<file path="src/rtl/mbist_march_ctrl_if.sv">
// Memory-side bundle of the MBIST sequencer: pattern decoder code/data
// plus RAM address, strobes and read data.
interface mbist_march_ctrl_if #(
  parameter int wlength = 4,
  parameter int awidth  = 4
);
  logic [3:0]         pat_code;
  logic [wlength-1:0] pat_data;
  logic [wlength-1:0] mem_rdata;
  logic [awidth-1:0]  mem_addr;
  logic               mem_we;
  logic               mem_re;

  modport master (
    output pat_code, mem_addr, mem_we, mem_re,
    input  pat_data, mem_rdata
  );

  modport slave (
    input  pat_code, mem_addr, mem_we, mem_re,
    output pat_data, mem_rdata
  );
endinterface

</file>
<file path="src/rtl/mbist_march_ctrl.sv">
// March C- sequencer: three backgrounds, one op per cycle, 2-stage command
// delay to align with the decoder, first-fail capture of addr/bg/element.
module mbist_march_ctrl #(
  parameter int wlength = 4,
  parameter int awidth  = 4
) (
  input  logic               clk,
  input  logic               rst_n,
  input  logic               start,
  mbist_march_ctrl_if.master bus,
  output logic               busy,
  output logic               done,
  output logic               pass,
  output logic [awidth-1:0]  fail_addr,
  output logic [1:0]         fail_bg,
  output logic [2:0]         fail_elem
);

  typedef enum logic [1:0] {IDLE, RUN, DRAIN, DONE} state_t;

  typedef struct packed {
    logic              vld;
    logic              we;
    logic [awidth-1:0] addr;
    logic [1:0]        bg;
    logic [2:0]        elem;
  } tag_t;

  localparam logic [awidth-1:0] AMAX = '1;

  state_t st_q, st_d;
  logic [1:0] dc_q, dc_d;
  logic [1:0] bg_q, bg_d, bg_c;
  logic [2:0] el_q, el_d, el_n;
  logic ph_q, ph_d;
  logic [awidth-1:0] ad_q, ad_d;
  logic [3:0] code_q, code_d;
  tag_t t0_q, t0_d, t1_q, t2_q, t3_q;
  logic [wlength-1:0] exp_q;
  logic busy_q, busy_d;
  logic done_q, done_d;
  logic pass_q, pass_d;
  logic [awidth-1:0] fa_q, fa_d;
  logic [1:0] fb_q, fb_d;
  logic [2:0] fe_q, fe_d;
  logic go, iss, two_op, we, inv, up, last_a, miss;

  always_comb begin
    st_d   = st_q;
    dc_d   = dc_q;
    el_d   = el_q;
    ph_d   = ph_q;
    ad_d   = ad_q;
    code_d = '0;
    t0_d   = '0;
    pass_d = pass_q;
    fa_d   = fa_q;
    fb_d   = fb_q;
    fe_d   = fe_q;
    go     = start && (st_q == IDLE || st_q == DONE);
    iss    = go || (st_q == RUN && bg_q != 2'd3);
    bg_c   = go ? 2'd0 : bg_q;
    bg_d   = bg_c;
    two_op = el_q != 3'd0 && el_q != 3'd5;
    we     = el_q == 3'd0 || (two_op && ph_q);
    inv    = we ? el_q[0] : ~el_q[0];
    up     = el_q < 3'd3;
    last_a = up ? (ad_q == AMAX) : (ad_q == '0);
    el_n   = (el_q == 3'd5) ? 3'd0 : el_q + 3'd1;
    miss   = t3_q.vld && !t3_q.we && (bus.mem_rdata != exp_q);

    unique case (st_q)
      IDLE, DONE: if (go) st_d = RUN;
      RUN: if (!iss) begin
        st_d = DRAIN;
        dc_d = '0;
      end
      DRAIN: begin
        dc_d = dc_q + 2'd1;
        if (dc_q == 2'd3) st_d = DONE;
      end
    endcase

    if (iss) begin
      code_d    = {1'b1, bg_c, inv};
      t0_d.vld  = 1'b1;
      t0_d.we   = we;
      t0_d.addr = ad_q;
      t0_d.bg   = bg_c;
      t0_d.elem = el_q;
      if (two_op && !ph_q) begin
        ph_d = 1'b1;
      end else begin
        ph_d = 1'b0;
        if (!last_a) begin
          ad_d = up ? ad_q + 1'b1 : ad_q - 1'b1;
        end else begin
          // bg 3 marks all three backgrounds issued
          el_d = el_n;
          ad_d = (el_n < 3'd3) ? '0 : AMAX;
          if (el_q == 3'd5) bg_d = bg_c + 2'd1;
        end
      end
    end

    if (go) begin
      pass_d = 1'b1;
      fa_d   = '0;
      fb_d   = '0;
      fe_d   = '0;
    end else if (miss && pass_q) begin
      pass_d = 1'b0;
      fa_d   = t3_q.addr;
      fb_d   = t3_q.bg;
      fe_d   = t3_q.elem;
    end

    busy_d = st_d == RUN || st_d == DRAIN;
    done_d = st_d == DONE;
  end

  always_ff @(posedge clk or negedge rst_n) begin
    if (!rst_n) begin
      st_q   <= IDLE;
      dc_q   <= '0;
      bg_q   <= '0;
      el_q   <= '0;
      ph_q   <= 1'b0;
      ad_q   <= '0;
      code_q <= '0;
      t0_q   <= '0;
      t1_q   <= '0;
      t2_q   <= '0;
      t3_q   <= '0;
      exp_q  <= '0;
      busy_q <= 1'b0;
      done_q <= 1'b0;
      pass_q <= 1'b1;
      fa_q   <= '0;
      fb_q   <= '0;
      fe_q   <= '0;
    end else begin
      st_q   <= st_d;
      dc_q   <= dc_d;
      bg_q   <= bg_d;
      el_q   <= el_d;
      ph_q   <= ph_d;
      ad_q   <= ad_d;
      code_q <= code_d;
      t0_q   <= t0_d;
      t1_q   <= t0_q;
      t2_q   <= t1_q;
      t3_q   <= t2_q;
      exp_q  <= bus.pat_data;
      busy_q <= busy_d;
      done_q <= done_d;
      pass_q <= pass_d;
      fa_q   <= fa_d;
      fb_q   <= fb_d;
      fe_q   <= fe_d;
    end
  end

  assign bus.pat_code = code_q;
  assign bus.mem_addr = t2_q.addr;
  assign bus.mem_we   = t2_q.vld & t2_q.we;
  assign bus.mem_re   = t2_q.vld & ~t2_q.we;
  assign busy         = busy_q;
  assign done         = done_q;
  assign pass         = pass_q;
  assign fail_addr    = fa_q;
  assign fail_bg      = fb_q;
  assign fail_elem    = fe_q;

endmodule

</file>
<file path="src/flat_wrapper.sv">
// flat-port wrapper written by rule: the top's interface ports become plain ports
module mbist_march_ctrl_flat 
#(
  parameter int wlength = 4,
  parameter int awidth  = 4
)
  (clk, rst_n, start, busy, done, pass, fail_addr, fail_bg, fail_elem, bus_pat_code, bus_mem_addr, bus_mem_we, bus_mem_re, bus_pat_data, bus_mem_rdata);
  mbist_march_ctrl_if #(.wlength(wlength), .awidth(awidth)) bus_i ();
  input  logic clk;
  input  logic rst_n;
  input  logic start;
  output logic busy;
  output logic done;
  output logic pass;
  output logic [awidth-1:0] fail_addr;
  output logic [1:0] fail_bg;
  output logic [2:0] fail_elem;
  output wire logic [$bits(bus_i.pat_code)-1:0] bus_pat_code;
  output wire logic [$bits(bus_i.mem_addr)-1:0] bus_mem_addr;
  output wire logic [$bits(bus_i.mem_we)-1:0] bus_mem_we;
  output wire logic [$bits(bus_i.mem_re)-1:0] bus_mem_re;
  input wire logic [$bits(bus_i.pat_data)-1:0] bus_pat_data;
  input wire logic [$bits(bus_i.mem_rdata)-1:0] bus_mem_rdata;
  assign bus_pat_code = bus_i.pat_code;
  assign bus_mem_addr = bus_i.mem_addr;
  assign bus_mem_we = bus_i.mem_we;
  assign bus_mem_re = bus_i.mem_re;
  assign bus_i.pat_data = bus_pat_data;
  assign bus_i.mem_rdata = bus_mem_rdata;
  mbist_march_ctrl #(.wlength(wlength), .awidth(awidth)) u_core (.clk(clk), .rst_n(rst_n), .start(start), .bus(bus_i), .busy(busy), .done(done), .pass(pass), .fail_addr(fail_addr), .fail_bg(fail_bg), .fail_elem(fail_elem));
endmodule
</file>
<file path="config.mk">
export PLATFORM = sky130hd
export DESIGN_NAME = mbist_march_ctrl_flat
export DESIGN_NICKNAME = d
export VERILOG_FILES = /design/src/rtl/mbist_march_ctrl_if.sv /design/src/rtl/mbist_march_ctrl.sv /design/src/flat_wrapper.sv
export SDC_FILE = /design/constraint.sdc
export NUM_CORES = 1
export LEC_CHECK = 0
export ABC_CLOCK_PERIOD_IN_PS = 5380
export CAP_MARGIN = 30
export CORE_MARGIN = 2
export CORE_UTILIZATION = 35
export CTS_CLUSTER_DIAMETER = 30
export DETAILED_ROUTE_END_ITERATION = 8
export MAX_ROUTING_LAYER = met4
export PLACE_DENSITY_LB_ADDON = 0.25
export SYNTH_ARGS = -nofsm -noshare
export SYNTH_HDL_FRONTEND = slang
export SYNTH_SLANG_ARGS = --single-unit
</file>
<file path="constraint.sdc">
create_clock -name clk -period 5.38 [get_ports clk]
set_input_delay 0.807 -clock clk [delete_from_list [all_inputs] [get_ports clk]]
set_output_delay 0.807 -clock clk [all_outputs]
set_load 0.01 [all_outputs]
</file>
-- Word level (Yosys, flattened, before mapping)
Index checks and enable logic that the tools add are counted.
- flip-flop bits (word level): 78
- bits of input ports: 11
- word-level logic and storage cells: 111
- add/sub/neg operators: 5
- $lt $le $gt $ge: 2
- equal/unequal tests: 13
- multiplexer cells: 28
- bitwise gates (word level): 5
- reduce and logical (&&, ||, !) cells: 24
- operator list (cell ; count):
    2-to-1 mux 4 bit ; 6
    2-to-1 mux 2 bit ; 11
    2-to-1 mux 11 bit ; 1
    == test 2 bit, second input constant ; 5
    2-to-1 mux 3 bit ; 3
    logical AND 1 bit ; 8
    < comparator 3 x 2 -> 1 bit, second input constant ; 2
    case mux 2 bit (3 select lines) ; 1
    2-to-1 mux 1 bit ; 5
    adder 2 x 1 -> 2 bit, second input constant ; 2
    adder 4 x 1 -> 4 bit, second input constant ; 1
    == test 2 x 1 -> 1 bit, second input constant ; 2
    == test 4 bit, second input constant ; 1
    logical NOT 4 bit ; 1
    logical OR 1 bit ; 4
    != test 2 bit, second input constant ; 2
    != test 4 bit ; 1
    case mux 2 bit (2 select lines) ; 1
    AND reduction 2 bit ; 2
    nonzero test 2 bit ; 2
    subtractor 4 x 1 -> 4 bit, second input constant ; 1
    adder 3 x 1 -> 3 bit, second input constant ; 1
    == test 3 bit, second input constant ; 1
    logical NOT 3 bit ; 1
    other kinds (8) ; 12

-- Depth between registers and ports, before layout
- depth after elaboration: 9
- gate-level depth with buffers: 9
- depth with buffers taken out: 9

-- Worst setup path after synthesis
Ideal clock, no wire load.
- path kind: input -> register
- start: in start
- end: reg u_core.busy_q, in the netlist u_core.busy
- setup time: 0.126 ns
- arrival time: 2.052 ns
- slack: 3.202 ns
- stages: 7
- path buffers: 0
- path through: nand2_2 a21boi_2 inv_2 and2_1 o21ai_0 nand3_1 ha_1
- cells in the longest elaborated chain, start to end: 6
- elaborated cells on any way between the ends: 8
- those cells by class: eq/ne: 2; mux: 3; reduce/logical: 3
- ends and longest elaborated chain (what ; RTL line ; text):
    start: declaration ; flat_wrapper.sv:11 ; input logic start;
    logical AND 1 bit * ; mbist_march_ctrl.sv:60 ; go = start && (st_q == IDLE || st_q == DONE);
    logical OR 1 bit ; mbist_march_ctrl.sv:61 ; iss = go || (st_q == RUN && bg_q != 2'd3);
    2-to-1 mux 2 bit ; mbist_march_ctrl.sv:74 ; RUN: if (!iss) begin
    case mux 2 bit (3 select lines) * ; mbist_march_ctrl.sv:72 ; unique case (st_q)
    net u_core.st_d[0] ; mbist_march_ctrl.sv:31 ; state_t st_q, st_d;
    == test 2 x 1 -> 1 bit / == test 2 bit (equally long branches) ; mbist_march_ctrl.sv:118 ; busy_d = st_d == RUN || st_d == DRAIN;
    logical OR 1 bit * ; mbist_march_ctrl.sv:118 ;
    net u_core.busy_d ; mbist_march_ctrl.sv:40 ; logic busy_q, busy_d;
    end signal: assignment ; mbist_march_ctrl.sv:155 ; busy_q <= busy_d;
    end: declaration ; mbist_march_ctrl.sv:40 ;
Mark *: on every way through the listed nets, which the timed path passes. The rest lies on a longest branch.
A chain may end at the register's enable or synchronous reset.

-- Worst setup path after layout
Ends and elaborated chain as after synthesis.

==> results.sh <==
export IMPL_synthMuxAreaShare_pct=2.41
export IMPL_p_int_uw=837
export IMPL_numCtsBuffers=9
export IMPL_crit_buf_inv=2
export IMPL_synth_area_sq_mm=0.00275
export IMPL_synth_top_family_by_area="compound AO/OA/AOI/OAI gates"
export IMPL_ys_seq_elements=75
export IMPL_cts_tree="yes"
export IMPL_power_uw=1050
export IMPL_drt_iter0_drc=53
export IMPL_cts_sinks=75
export IMPL_status="completed"
export IMPL_relSlewSlack_pct=40.1
export IMPL_hpwlAfterDp_um=2580
export IMPL_clockPowerShare_pct=43.8
export IMPL_htreeDepth=3
export IMPL_syn_nets=212
export IMPL_worst_slack_ns=2.84
export IMPL_die_area_sq_mm=0.00858
export IMPL_slew_viol_final=0
export IMPL_synth_simple_area_share_pct=8.42
export IMPL_r2r_worst_path_cells=9
export IMPL_nFillCells=718
export IMPL_gp_congestion=0.748
export IMPL_worst_pin_slew_ns=0.899
export IMPL_synthAdderAreaFrac_pct=3.46
export IMPL_die_height_um=92.6
export IMPL_fin_crit_sh_pct=47.3
export IMPL_clk_latency_ns=0.33
export IMPL_synth_compound_area_share_pct=10.1
export IMPL_fin_nets=244
export IMPL_syn_area_per_cell_sq_um=14.2
export IMPL_period_needed_ns=2.54
export IMPL_switchingPower_uw=215
export IMPL_num_rows=32
export IMPL_grt_max_degree=76
export IMPL_dp_slack_ns=2.42
export IMPL_synthArstFlopShare_pct=100
export IMPL_cp_top_family="buffers and inverters"
export IMPL_combPwrFrac_pct=2.3
export IMPL_cp_data_required_time_ns=5.61
export IMPL_cp_start_kind="input port"
export IMPL_synth_edf_count=0
export IMPL_rsz0062_at_grt="no"
export IMPL_vias=1521
export IMPL_clock_skew_ns=0.00864
export IMPL_drt_first_pass_iters=4
export IMPL_antenna_found_initial=0
export IMPL_endpoint_kind="flip-flop"
export IMPL_grt_pass1_wl_um=7030
export IMPL_synth_top_cell_area_share_pct=67.3
export IMPL_cts_setup_buffers=0
export IMPL_path_cells="clkdlybuf4s50_1 > nand2_2 > a21boi_2 > inv_2 > and2_1 > o21ai_0 > nand3_1 > ha_1"
export IMPL_switching_share_pct=20.5
export IMPL_synth_xor_area_share_pct=3.18
export IMPL_n_antenna_cell=0
export IMPL_viasPerCell=4.57
export IMPL_ys_types=46
export IMPL_peakVddDrop_mv=0.158
export IMPL_synth_area_top_cells="dfrtp_1, a22o_1, ha_1, buf_4, xor2_1"
export IMPL_chipWidth_um=92.6
export IMPL_multi_input_area_sq_um=759
export IMPL_grt_use_total_pct=10.9
export IMPL_start_util_pct=35.8
export IMPL_fmaxAchievable_mhz=393
export IMPL_grt_overflow=0
export IMPL_cpPeakStageDelay_ns=0.43
export IMPL_p_leak_uw=0.00149
export IMPL_yosys_warnings=0
export IMPL_slowest_stage="a21boi_2"
export IMPL_finish_utilization_pct=43.3
export IMPL_core_area_sq_mm=0.00769
export IMPL_hold_violations=0
export IMPL_seq_area_sq_mm=0.00188
export IMPL_drive_gt1_share_pct=13.4
export IMPL_critical_path_class="input port to flip-flop"
export IMPL_finalSetupViolCount=0
export IMPL_drtAntennaViolNets=0
export IMPL_hold_buffers=0
export IMPL_critical_path_depth=8
export IMPL_seq_area_frac_synth_pct=68.3
export IMPL_drc=0
export IMPL_detail_route_wl_per_cell_um=12.0
export IMPL_numPortBuffers=32
export IMPL_hold_class="flip-flop to flip-flop"
export IMPL_cap_viol_max_count=0
export IMPL_wl_um=4010
export IMPL_p_seq_share_pct=53.9
export IMPL_critPathMaxFanout=10
export IMPL_holdPathStages=0
export IMPL_grt_pass1_vias=1580
export IMPL_cts_clk_slew_worst_paths_ns=0.08
export IMPL_post_cts_resized=0
export IMPL_powerDensity_mw_per_mm2=316
export IMPL_clock_path_buffers=2
export IMPL_synthFlopType="dfrtp_1"
export IMPL_ios=33
export IMPL_netlist_instances=194
export IMPL_arrival_ns=2.77
export IMPL_finalSetupTns_ns=0
export IMPL_synth_top_cell_by_area="dfrtp_1"
export IMPL_cts_root_buf="clkbuf_8"
export IMPL_synthToLayoutAreaGrowth_pct=20.9
## kinds of logic (layout without fill, tap and decap cells)
kind of cell	Yosys count	in the layout
flip-flops	75	75
adder cells (fa/ha/maj)	7	7
AND/OR/NAND/NOR	41	41
buffers and inverters	18	55
multiplexers	5	5
XOR/XNOR	10	10
AO/OA/AOI/OAI	38	38
## layout by cell type, fill, tap and decap left out, types with 2 or more instances in the layout
master,n
inv_1,6
xor2_1,6
bufinv_16,2
nor3b_1,3
a22o_1,9
xnor2_1,4
clkbuf_8,9
nor3_1,2
o21ai_0,8
mux2_2,3
clkdlybuf4s50_1,31
and2_1,8
nand3_1,4
nor2_1,6
o211ai_1,3
ha_1,6
nor2b_1,3
a21oi_1,5
dfrtp_1,74
nand2_1,6
clkinv_2,3
clkinv_4,2
o21a_1,2
## cells in the mapped netlist (2+ instances only)
cell type  instances
a21oi_1            5
a22o_1             9
and2_1             8
buf_4              8
buf_6              2
dfrtp_1           74
ha_1               6
inv_1              6
mux2_2             3
nand2_1            6
nand3_1            4
nor2_1             6
nor2b_1            3
nor3_1             2
nor3b_1            3
o211ai_1           3
o21a_1             2
o21ai_0            8
xnor2_1            4
xor2_1             6
## state kept, by name, indices dropped and copies added, names as in the netlist, 2 cells and up
signal and flops:
u_core.t2_q 7, u_core.exp_q 4, u_core.t0_q 8, u_core.bg_q 2, u_core.el_q 3, u_core.fail_bg 2, u_core.t3_q 11, u_core.bus.pat_code 4
u_core.dc_q 2, u_core.bus.mem_addr 4, u_core.st_q 2, u_core.fail_addr 4, u_core.t1_q 11, u_core.ad_q 4, u_core.fail_elem 3
## layout make-up
| cell class | count | area share (%) |
|---|---|---|
| well taps | 102 | 3.84 |
| inverters | 7 | 0.790 |
| multi-input cells | 101 | 22.8 |
| clock inverters | 7 | 2.78 |
| flip-flops and latches | 75 | 56.5 |
| repair buffers | 32 | 9.56 |
| clock buffers | 9 | 3.72 |
## worst register-to-register path, cell delays in order, from the launching register on
cell and delay [ns]:
dfrtp_1 0.39, inv_1 0.06, ha_1 0.34, nand2_2 0.19
a21boi_2 0.43, inv_2 0.16, and2_1 0.21, o21ai_0 0.15
nand3_1 0.12, ha_1 0.30
## layer usage
metal  routed length (um)  track usage [%]  up-vias
met5                    0                -        -
met4                   92             6.37        0
met3                  163             2.52        9
met2                 1830             17.3       32
met1                 1920             12.6      753
li1                     -                -      727
## final timing paths
kind | from | endpoint | slack, ns
worst max-delay path | start | u_core.busy | 2.84
worst min-delay path | u_core.t1_q[1] | u_core.t2_q[1] | 0.35
worst max register to register | u_core.st_q[0] | u_core.busy | 2.93
worst min register to register | u_core.t1_q[1] | u_core.t2_q[1] | 0.35
max in group asynchronous | rst_n | u_core.t2_q[2] | 4.21
min in group asynchronous | rst_n | u_core.t2_q[10] | 0.60
## metrics by stage
| step | area [sq um] | cells | hold WS (ns) |
|---|---|---|---|
| floorplan | 2750 | 194 | 0.331 |
| global placement | 3110 | 317 | 0.331 |
| detailed placement | 3110 | 317 | 0.335 |
| CTS | 3330 | 333 | 0.348 |
| global route | 3330 | 333 | 0.349 |
| finish | 3330 | 333 | 0.348 |
## power groups by stage
stage               Combinational, uW  Sequential (uW)  Clock [uW]
detailed placement               24.9              578           0
global placement                 24.8              578           0
finish                           23.8              567         461
global route                     27.0              567         502
floorplan                        3.13              579           0
CTS                              25.1              567         478
(Power assumes the default switching activity.)
